==> src/rtl/fsub_pkg.sv <==
// fsub_pkg: shared state encoding and sizing for the bit-serial subtractor
package fsub_pkg;
   localparam int WIDTH_DEF = 4;
   typedef enum logic [1:0] {IDLE = 2'd0, SHIFT = 2'd1, DONE = 2'd2} state_t;
   function automatic int cnt_w(input int w);
      return $clog2(w);
   endfunction
   localparam int CNT_W = cnt_w(WIDTH_DEF);
endpackage

==> src/rtl/fsub_bit.sv <==
// fsub_bit: combinational 1-bit full subtractor
module fsub_bit (
   input  logic ai,
   input  logic bi,
   input  logic br,
   output logic di,
   output logic br_next
);
   assign di      = ai ^ bi ^ br;
   assign br_next = (~ai & bi) | (~(ai ^ bi) & br);
endmodule

==> src/rtl/fsub_serial.sv <==
// fsub_serial: LSB-first bit-serial subtractor, d = a - b - bin, with start/ready/done handshake
module fsub_serial
   import fsub_pkg::*;
#(
   parameter int WIDTH = WIDTH_DEF
) (
   input  logic             clk,
   input  logic             rst_n,
   input  logic             start,
   input  logic [WIDTH-1:0] a,
   input  logic [WIDTH-1:0] b,
   input  logic             bin,
   output logic             ready,
   output logic             busy,
   output logic [WIDTH-1:0] d,
   output logic             bout,
   output logic             done
);
   localparam int CW = cnt_w(WIDTH);
   state_t           state, nxt;
   logic [CW-1:0]    cnt;
   logic [WIDTH-1:0] ar, br_r;
   logic             brw, di, bnx, accept, last;
   assign accept = start & ready;
   assign last   = cnt == CW'(WIDTH - 1);
   fsub_bit u_bit (.ai(ar[cnt]), .bi(br_r[cnt]), .br(brw), .di(di), .br_next(bnx));
   always_ff @(posedge clk or negedge rst_n)
      if (!rst_n) state <= IDLE;
      else state <= nxt;
   always_comb
      nxt = state == SHIFT ? (last ? DONE : SHIFT) : (start ? SHIFT : IDLE);
   always_comb begin
      ready = state != SHIFT;
      busy  = state == SHIFT;
      done  = state == DONE;
   end
   // bout is only touched on the final bit, so it survives the accept of the next op
   always_ff @(posedge clk or negedge rst_n)
      if (!rst_n) begin
         ar   <= '0;
         br_r <= '0;
         brw  <= 1'b0;
         d    <= '0;
         bout <= 1'b0;
         cnt  <= '0;
      end else if (accept) begin
         ar   <= a;
         br_r <= b;
         brw  <= bin;
         d    <= '0;
         cnt  <= '0;
      end else if (busy) begin
         d[cnt] <= di;
         brw    <= bnx;
         cnt    <= cnt + CW'(1);
         if (last) bout <= bnx;
      end
endmodule

==> config.mk <==
export PLATFORM = sky130hd
export DESIGN_NAME = fsub_serial
export DESIGN_NICKNAME = d
export VERILOG_FILES = /design/src/rtl/fsub_pkg.sv /design/src/rtl/fsub_bit.sv /design/src/rtl/fsub_serial.sv
export SDC_FILE = /design/constraint.sdc
export NUM_CORES = 1
export LEC_CHECK = 0
export BUFFER_PORTS_ARGS = -buffer_cell sky130_fd_sc_hd__buf_2
export CELL_PAD_IN_SITES_DETAIL_PLACEMENT = 0
export CELL_PAD_IN_SITES_GLOBAL_PLACEMENT = 1
export CORE_MARGIN = 2
export CORE_UTILIZATION = 40
export DETAILED_ROUTE_END_ITERATION = 6
export PLACE_DENSITY = 0.77
export SLEW_MARGIN = 20
export SYNTH_ARGS = -nofsm -noshare
export SYNTH_HDL_FRONTEND = slang
export SYNTH_SLANG_ARGS = --single-unit
==> constraint.sdc <==
create_clock -name clk -period 5.1 [get_ports clk]
set_input_delay 0.255 -clock clk [delete_from_list [all_inputs] [get_ports clk]]
set_output_delay 0.255 -clock clk [all_outputs]
set_load 0.05 [all_outputs]
* Word level (Yosys, flattened, before mapping)
Index checks and enable logic that the tools add are counted.
** Word-level totals
- Register bits after elaboration :: 18
- Output and inout port bits :: 8
- Logic and storage cells :: 42
** Operators by class
- Add/subtract/negate cells :: 1
- Order comparisons :: 2
- Equal/unequal tests :: 4
- Mux-type cells :: 16
- Bitwise logic cells :: 9
- Reductions and logical operators :: 3
** Operator list (number)
- two-way mux 2 bit :: 4
- two-way mux 4 bit :: 2
- two-way mux 1 bit :: 6
- binary-select mux 1 bit (select 2 bit) :: 2
- bitwise mux 4 bit :: 1
- == test 2 bit (second input constant) :: 2
- AND 1 bit :: 3
- < comparator 2 x 3 -> 1 bit (second input constant) :: 1
- NOT 1 bit :: 3
- AND reduction 3 bit :: 1
- adder 2 x 1 -> 2 bit (second input constant) :: 1
- demux 1 bit (select 2 bit) :: 1
- == test 2 x 1 -> 1 bit (second input constant) :: 1
- >= comparator 2 x 1 -> 1 bit (second input constant) :: 1
- != test 2 x 1 -> 1 bit (second input constant) :: 1
- nonzero test 2 bit :: 1
- bitwise XOR 1 bit :: 2
- logical AND 1 bit :: 1
- OR 1 bit :: 1

* Depth between registers and ports, before layout
Gate-level depths: netlist of the first run.
- Word-level depth :: 8
- Mapped depth :: 5
- Depth with buffers taken out :: 5

* By module
From an unflattened synthesis of the first run, not the netlist that was laid out.
** Second synthesis, totals
- Cell total of the unflattened synthesis :: 63
- Area, all modules :: 945.9 µm²
** Modules (own cells, without submodules)
- fsub_serial :: instances 1, cells an instance 59, area an instance 914.6 µm²
- fsub_bit :: instances 1, cells an instance 4, area an instance 31.3 µm²

* Worst setup path after synthesis of the first run
OpenSTA, ideal clock, no wires.
- Path kind :: register -> register
- Start point :: reg cnt[0]
- End point :: reg d[0]
- Arrival :: 1755 ps
- Slack :: 3267 ps
- Cell stages (with the launch flop) :: 5
- Path buffers :: 0
- Cells stage by stage :: dfrtp_1 > mux4_2 > fa_1 > mux2i_1 > o2bb2ai_1
** On the way
- Longest elaborated chain between the ends :: 7
** RTL lines
- start: declaration :: RTL line fsub_serial.sv:21 : logic [CW-1:0] cnt;
- start signal: assignment :: RTL line fsub_serial.sv:55 : cnt <= cnt + CW'(1);
- < comparator 2 x 3 -> 1 bit (implied by the code), or another cell as far along :: RTL line fsub_serial.sv:53 : d[cnt] <= di;
- logical AND 1 bit (implied by the code) / two-way mux 1 bit (equally long branches) :: RTL line fsub_serial.sv:53, fsub_serial.sv:26
- two-way mux 1 bit (implied by the code) / bitwise XOR 1 bit (equally long branches) :: RTL line fsub_serial.sv:53, fsub_bit.sv:9
- demux 1 bit (select 2 bit) / bitwise XOR 1 bit (equally long branches) :: RTL line fsub_serial.sv:53, fsub_bit.sv:9
- bitwise mux 4 bit (*) :: RTL line fsub_serial.sv:53
- two-way mux 4 bit (*) :: RTL line fsub_serial.sv:52 : end else if (busy) begin
- two-way mux 4 bit (*) :: RTL line fsub_serial.sv:46 : end else if (accept) begin
- end signal: indexed assignment :: RTL line fsub_serial.sv:53
- end: declaration :: RTL line fsub_serial.sv:15 : output logic [WIDTH-1:0] d,
Mark *: on every way between the ends. The rest lies on a longest branch, timed or not. The select of a mux whose other input is x is not followed.
A chain may end at the register's enable or synchronous reset.

* Final worst setup path of the first run
- Start point :: reg cnt[0]
- End point :: reg d[2]
The elaborated chain is that of the path after synthesis.

==> results of run 1 <==
-- cells in the mapped netlist (2+ instances only) --
| master | n |
|---|---|
| mux2_4 | 8 |
| o2bb2ai_1 | 4 |
| nand2_1 | 3 |
| mux2i_1 | 4 |
| ha_1 | 4 |
| inv_1 | 5 |
| dfrtp_1 | 18 |
| mux4_2 | 2 |
-- power groups by stage --
stage / clock network [uW] / registers, uW / logic [uW]
after floorplan: 0 / 305 / 318
after global placement: 0 / 263 / 434
after detailed placement: 0 / 266 / 441
after CTS: 70.9 / 263 / 442
after global routing: 74.4 / 272 / 478
final: 68.8 / 261 / 432
-- sequential cells by signal, indices dropped and copies added, names as in the netlist --
signal and count:
ar 4, bout 1, br_r 4, brw 1, cnt 2, d 4, state 2
-- final timing paths --
check / from / end / slack [ps] / depth (start not counted)
max: cnt[0] / d[2] / 3150 / 4
min: b[3] / br_r[3] / 190 / 2
max reg2reg: cnt[0] / d[2] / 3150 / 4
min reg2reg: bout / bout / 490 / 2
max in group asynchronous: rst_n / ar[0] / 4410 / 2
min in group asynchronous: rst_n / d[0] / 410 / 2
-- critical path: cells and delay by family, from the launching register on --
family	cells	cell delay (ps)
mux	2	640
compound gates	1	150
fa+ha+maj	1	580
flops	1	500
-- per-stage QoR --
stage	setup slack (ps)	cell area, um2
4_1_cts	3120	1040
6_report	3150	1040
3_5_place_dp	3140	1010
3_3_place_gp	3180	1010
5_1_grt	3000	1040
2_1_floorplan	3270	893
-- cells by family (layout without fill, tap and decap cells) --
| kind of cell | Yosys count | count (layout) | share of synthesized area (%) |
|---|---|---|---|
| flops | 18 | 18 | 50.4 |
| mux | 15 | 15 | 24.2 |
| compound gates | 8 | 8 | 7.00 |
| buf+inv | 7 | 29 | 4.06 |
| simple gates | 9 | 9 | 6.44 |
| fa+ha+maj | 5 | 5 | 7.84 |
-- layout make-up --
cell class	instances	share of cell area, %
Inverter	6	2.40
Sequential cell	18	43.1
Tap cell	28	3.35
Clock buffer	3	2.16
Timing Repair Buffer	20	10.1
Multi-Input combinational cell	37	38.9
-- per-layer routing --
layer	up-vias	GRT usage (%)
met4	0	3.95
li1	265	-
met1	264	14.6
met5	-	0
met3	0	2.63
met2	15	23.2
-- placed cells by master, fill, tap and decap left out --
master	instances
clkbuf_4	3
nor2_4	1
dlygate4sd3_1	1
o211a_1	1
mux4_2	2
mux2_4	8
buf_2	19
mux2_2	1
nor2_1	1
nor2b_1	1
fa_1	1
ha_1	4
inv_1	5
o21ai_0	1
nand2_1	3
a21oi_1	1
nand3b_1	1
mux2i_1	4
o31ai_1	1
inv_4	1
o2bb2ai_1	4
dfrtp_1	18
nand2b_1	1
nand2_4	1
==> flow_summary.yaml, run 1 <==
worst_setup_path:
  critical_path_maximum_fanout: 6
  criticalPathCategory: "reg -> reg"
  cp.required_ps: 5310
  critical-path-slowest-cell: "fa_1"
  critical_path_arrival_ps: 2160
  crit_path_end_kind: "flip-flop"
  critical_path_cell_by_cell: "mux4_2, fa_1, mux2i_1, o2bb2ai_1"
  critical_path.max_stage_delay_ps: 580
  critPathLaunchType: "flip-flop"
global_routing:
  grt_start_max_net_pins: 19
  grt_pass1_vias: 585
  grt_overflow: 0
  track_usage_pct: 12.6
  grt_first_pass_wirelength_um: 2470
  antenna_found_initial: 0
route:
  met2_wirelength_um: 735
  detail_route.wl_per_cell_um: 13.0
  wirelength_met1_um: 645
  drt-initial-drc-count: 0
  via_per_inst: 4.86
  remaining_drc_errors: 0
  drt_first_pass_iters: 1
  route.met3.wl_um: 73
  drtAntennaViolNets: 0
  routed_wl_um: 1450
  dr_total_vias: 544
  highest_layer: "met3"
clock_network:
  clock-root-buffer: "clkbuf_4"
  cts_hold_buffers: 1
  cts_tree: "done"
  clk_latency_ps: 290
  cts.sink_count: 18
  clock_path_buffers: 2
  tritoncts.num_buffers: 3
  cts_max_level: 1
  post_cts_buffers: 0
  clk_pin_slew_ps: 100
  cts_resized: 0
layout:
  design.final.nets: 103
  drive_gt1_share_pct: 42.9
  sequential_cell_area_um2: 450
  insertedDiodeCount: 0
  combined_area_of_the_multi_input_logic_cells_um2: 407
  final-instance-count-excl-fill: 112
  area_growth_pct: 16.9
  n_fill_cell: 212
  utilization_pct: 48.2
sta:
  timing.final.max_slew_violations: 0
  post-route-period-util_pct: 38.2
  final_hold_viol_count: 0
  final.setup.tns_ps: 0
  worst_slew_margin_rel_pct: 69.5
  holdWs_ps: 187
  grt_setup_unrepaired: "no"
  timing.fmax_mhz: 514
  final_period_minus_worst_setup_slack_ps: 1950
  clock-skew-final_ps: 6.16
  finalSetupViolCount: 0
  timing_worst_slew_pin_value_ps: 457
pwr:
  leakage_uw: 0.000538
  peakVddDrop_mv: 0.303
  power.share.clock_pct: 9.0
  sw_frac_of_total_pct: 43.7
  p_total_uw: 762
  switching_power_uw: 333
  pwr-share-comb_pct: 56.7
  sequentialPowerShare_pct: 34.3
  power_density_mw_per_mm2: 729
  internal-power_uw: 429
synth:
  synthDominantAreaCellType: "dfrtp_1"
  average_instance_area_after_synthesis_um2: 14.4
  syn-instance-count: 62
  synth.lib_cells_used.distinct: 22
  synth_top_cell_area_share_pct: 50.4
  synth.yosys.warnings: 0
  synth-edff-count: 0
  yosys_most_used_dff: "dfrtp_1"
  synthTopCellsByArea: "dfrtp_1, mux2_4, ha_1"
  mapped_nets: 79
  asyncSetResetFlopFracSynth_pct: 100
  synthesis.area_um2: 893
  postSynthRegisterBits: 18
  synth_sequential_area_ratio_pct: 50.4
floorplanning:
  fp.dieH_um: 51.3
  die_w_um: 51.3
  ioPinCount: 20
  die-area_mm2: 0.00263
  core-area_mm2: 0.00217
  floorplan.initialDensity_pct: 41.2
  num_rows: 17
min_path:
  hold_path.class: "in -> reg"
placement:
  place.port_buffers: 19
  placedCellCount: 108
  place_hpwl_um: 1130
  gp_congestion: 0.744
run_status:
  status: "completed"
run:
  maxCapViolations: 0
Power figures use the tool's default switching activity.
==> run 2: changes to the inputs <==
clock period = 1.8 ns   (was 5.1 ns; I/O delays follow)
==> flow_summary.yaml, run 2 (synthesized netlist as in run 1, its figures left out) <==
worst_setup_path:
  r2r_start: "cnt[0]"
  worst_r2r_path_depth: 4
  setup.worst_path.end: "d[1]"
  critPathLaunchType: "flip-flop"
  critical_path_maximum_fanout: 4
  critical-path-slowest-cell: "fa_2"
  critical_path_cell_by_cell: "mux4_2, fa_2, mux2i_1, o2bb2ai_1"
  r2r_setup_slk_ps: 1
  cp.required_ps: 2030
  origin_of_the_worst_setup_path: "cnt[0]"
  critical_path.max_stage_delay_ps: 590
  worst_r2r_endpoint: "d[1]"
  criticalPathCategory: "reg -> reg"
  critical_path_arrival_ps: 2030
  crit_path_end_kind: "flip-flop"
global_routing:
  grt_most_used_layer: "met2"
  grt_pass1_vias: 593
  grt_overflow: 0
  grt.met2_usage_pct: 22.9
  met1_usage_pct: 16.2
  grt_start_max_net_pins: 19
  track_usage_pct: 13.7
  use_met3_pct: 2.63
  grt_first_pass_wirelength_um: 2550
  antenna_found_initial: 0
route:
  dr_total_vias: 549
  detail_route.wl_per_cell_um: 13.1
  drt_first_pass_iters: 4
  drt-initial-drc-count: 1
  drtAntennaViolNets: 0
  via_per_inst: 4.77
  remaining_drc_errors: 0
  routed_wl_um: 1500
floorplanning:
  floorplan.initialDensity_pct: 41.2
  die_w_um: 51.3
  fp.dieH_um: 51.3
  num_rows: 17
  die-area_mm2: 0.00263
  ioPinCount: 20
  core-area_mm2: 0.00217
clock_network:
  clk_latency_ps: 300
  clock_path_buffers: 2
  cts.sink_count: 18
  post_cts_buffers: 0
  cts_max_level: 1
  cts_tree: "done"
  clock-root-buffer: "clkbuf_4"
  tritoncts.num_buffers: 3
  clk_pin_slew_ps: 110
sta:
  finalSetupViolCount: 0
  final_hold_viol_count: 0
  timing_worst_slew_pin_value_ps: 446
  post-route-period-util_pct: 99.9
  final_period_minus_worst_setup_slack_ps: 1800
  timing.fmax_mhz: 556
  timing.final.max_slew_violations: 0
  worst_slew_margin_rel_pct: 70.3
  grt_setup_unrepaired: "yes"
  finalWorstSetupSlack_ps: 1.21
  clock-skew-final_ps: 6.96
layout:
  insertedDiodeCount: 0
  drive_gt1_share_pct: 47.1
  design.final.nets: 105
  reg.largest.list: "ar: 4 flops, br_r: 4 flops, d: 4 flops"
  area_growth_pct: 20.9
  final-instance-count-excl-fill: 115
  mostFrequentLayoutCells: "buf_2, dfrtp_1, mux2_4"
  commonest_non_fill_non_tap_cell_in_the_layout: "buf_2"
min_path:
  holdCritStartpoint: "b[3]"
  hold_path.class: "in -> reg"
pwr:
  peakVddDrop_mv: 0.827
  leakage_uw: 0.000551
  power_density_mw_per_mm2: 2090
placement:
  gp_congestion: 0.721
  place_hpwl_um: 1140
  dpl_worst_slack_ps: -27.4
  place.port_buffers: 19
  placedCellCount: 109
run_status:
  status: "completed"
run:
  maxCapViolations: 0
run 2: cell count changes in the layout (fill, tap and decap cells not counted), sizes merged:
cell and delta:
buf +1, clkbuf +1, dlygate4sd3 +1
run 2: worst min path at each step:
stage	to	slack, ps	cells after the start
finish	br_r[3]	10	2
global route	br_r[3]	3	2
CTS	br_r[1]	2	2
detailed placement	d[2]	40	1
global placement	d[2]	30	1
floorplan	ar[0]	-210	0
run 2: metrics by stage:
stage / setup TNS, ps / hold WS [ps] / total power [uW] / utilization, % / cell area [um2]
2_1_floorplan: 0 / -206 / 1770 / - / 895
3_3_place_gp: 0 / 31.9 / 1990 / 47.1 / 1020
3_5_place_dp: -71.5 / 39.4 / 2020 / 47.1 / 1020
4_1_cts: -92.6 / 2.11 / 2280 / 49.2 / 1070
5_1_grt: -330 / 2.73 / 2430 / 49.8 / 1080
6_report: 0 / 9.76 / 2260 / 49.8 / 1080
run 2: area by class of cell:
type	instances	area, um2
Fill cell	206	1090
Clock buffer	4	36.3
Sequential cell	18	452
Multi-Input combinational cell	37	409
Inverter	6	25.0
Tap cell	28	35.0
Timing Repair Buffer	22	123
run 2: metal layers:
metal	part of all wire (%)	vias up
li1	-	266
met1	41	260
met2	51	18
met3	5.2	5
met4	2.9	0
met5	0	-
run 2: where the power goes:
group	leakage [uW]	internal, uW	switching, uW	total [uW]
logic	0.000313	564	708	1270
registers	0.000217	604	128	732
clock network	0.0000210	123	131	255
total	0.000551	1290	967	2260
run 2: timing repair:
item                                   in CTS  in global routing
endpoints found under the hold margin      18                  1
hold buffers                                1                  1
resized for setup                           1                  1
pin swaps                                   5                  1
setup endpoints to repair                   4                  4
run 2: worst max-delay path: cells and delay by family, from the launching register on:
kind	cells	cell delay [ps]
multiplexers	2	600
flip-flops	1	410
AO/OA/AOI/OAI	1	130
adder cells (fa/ha/maj)	1	590
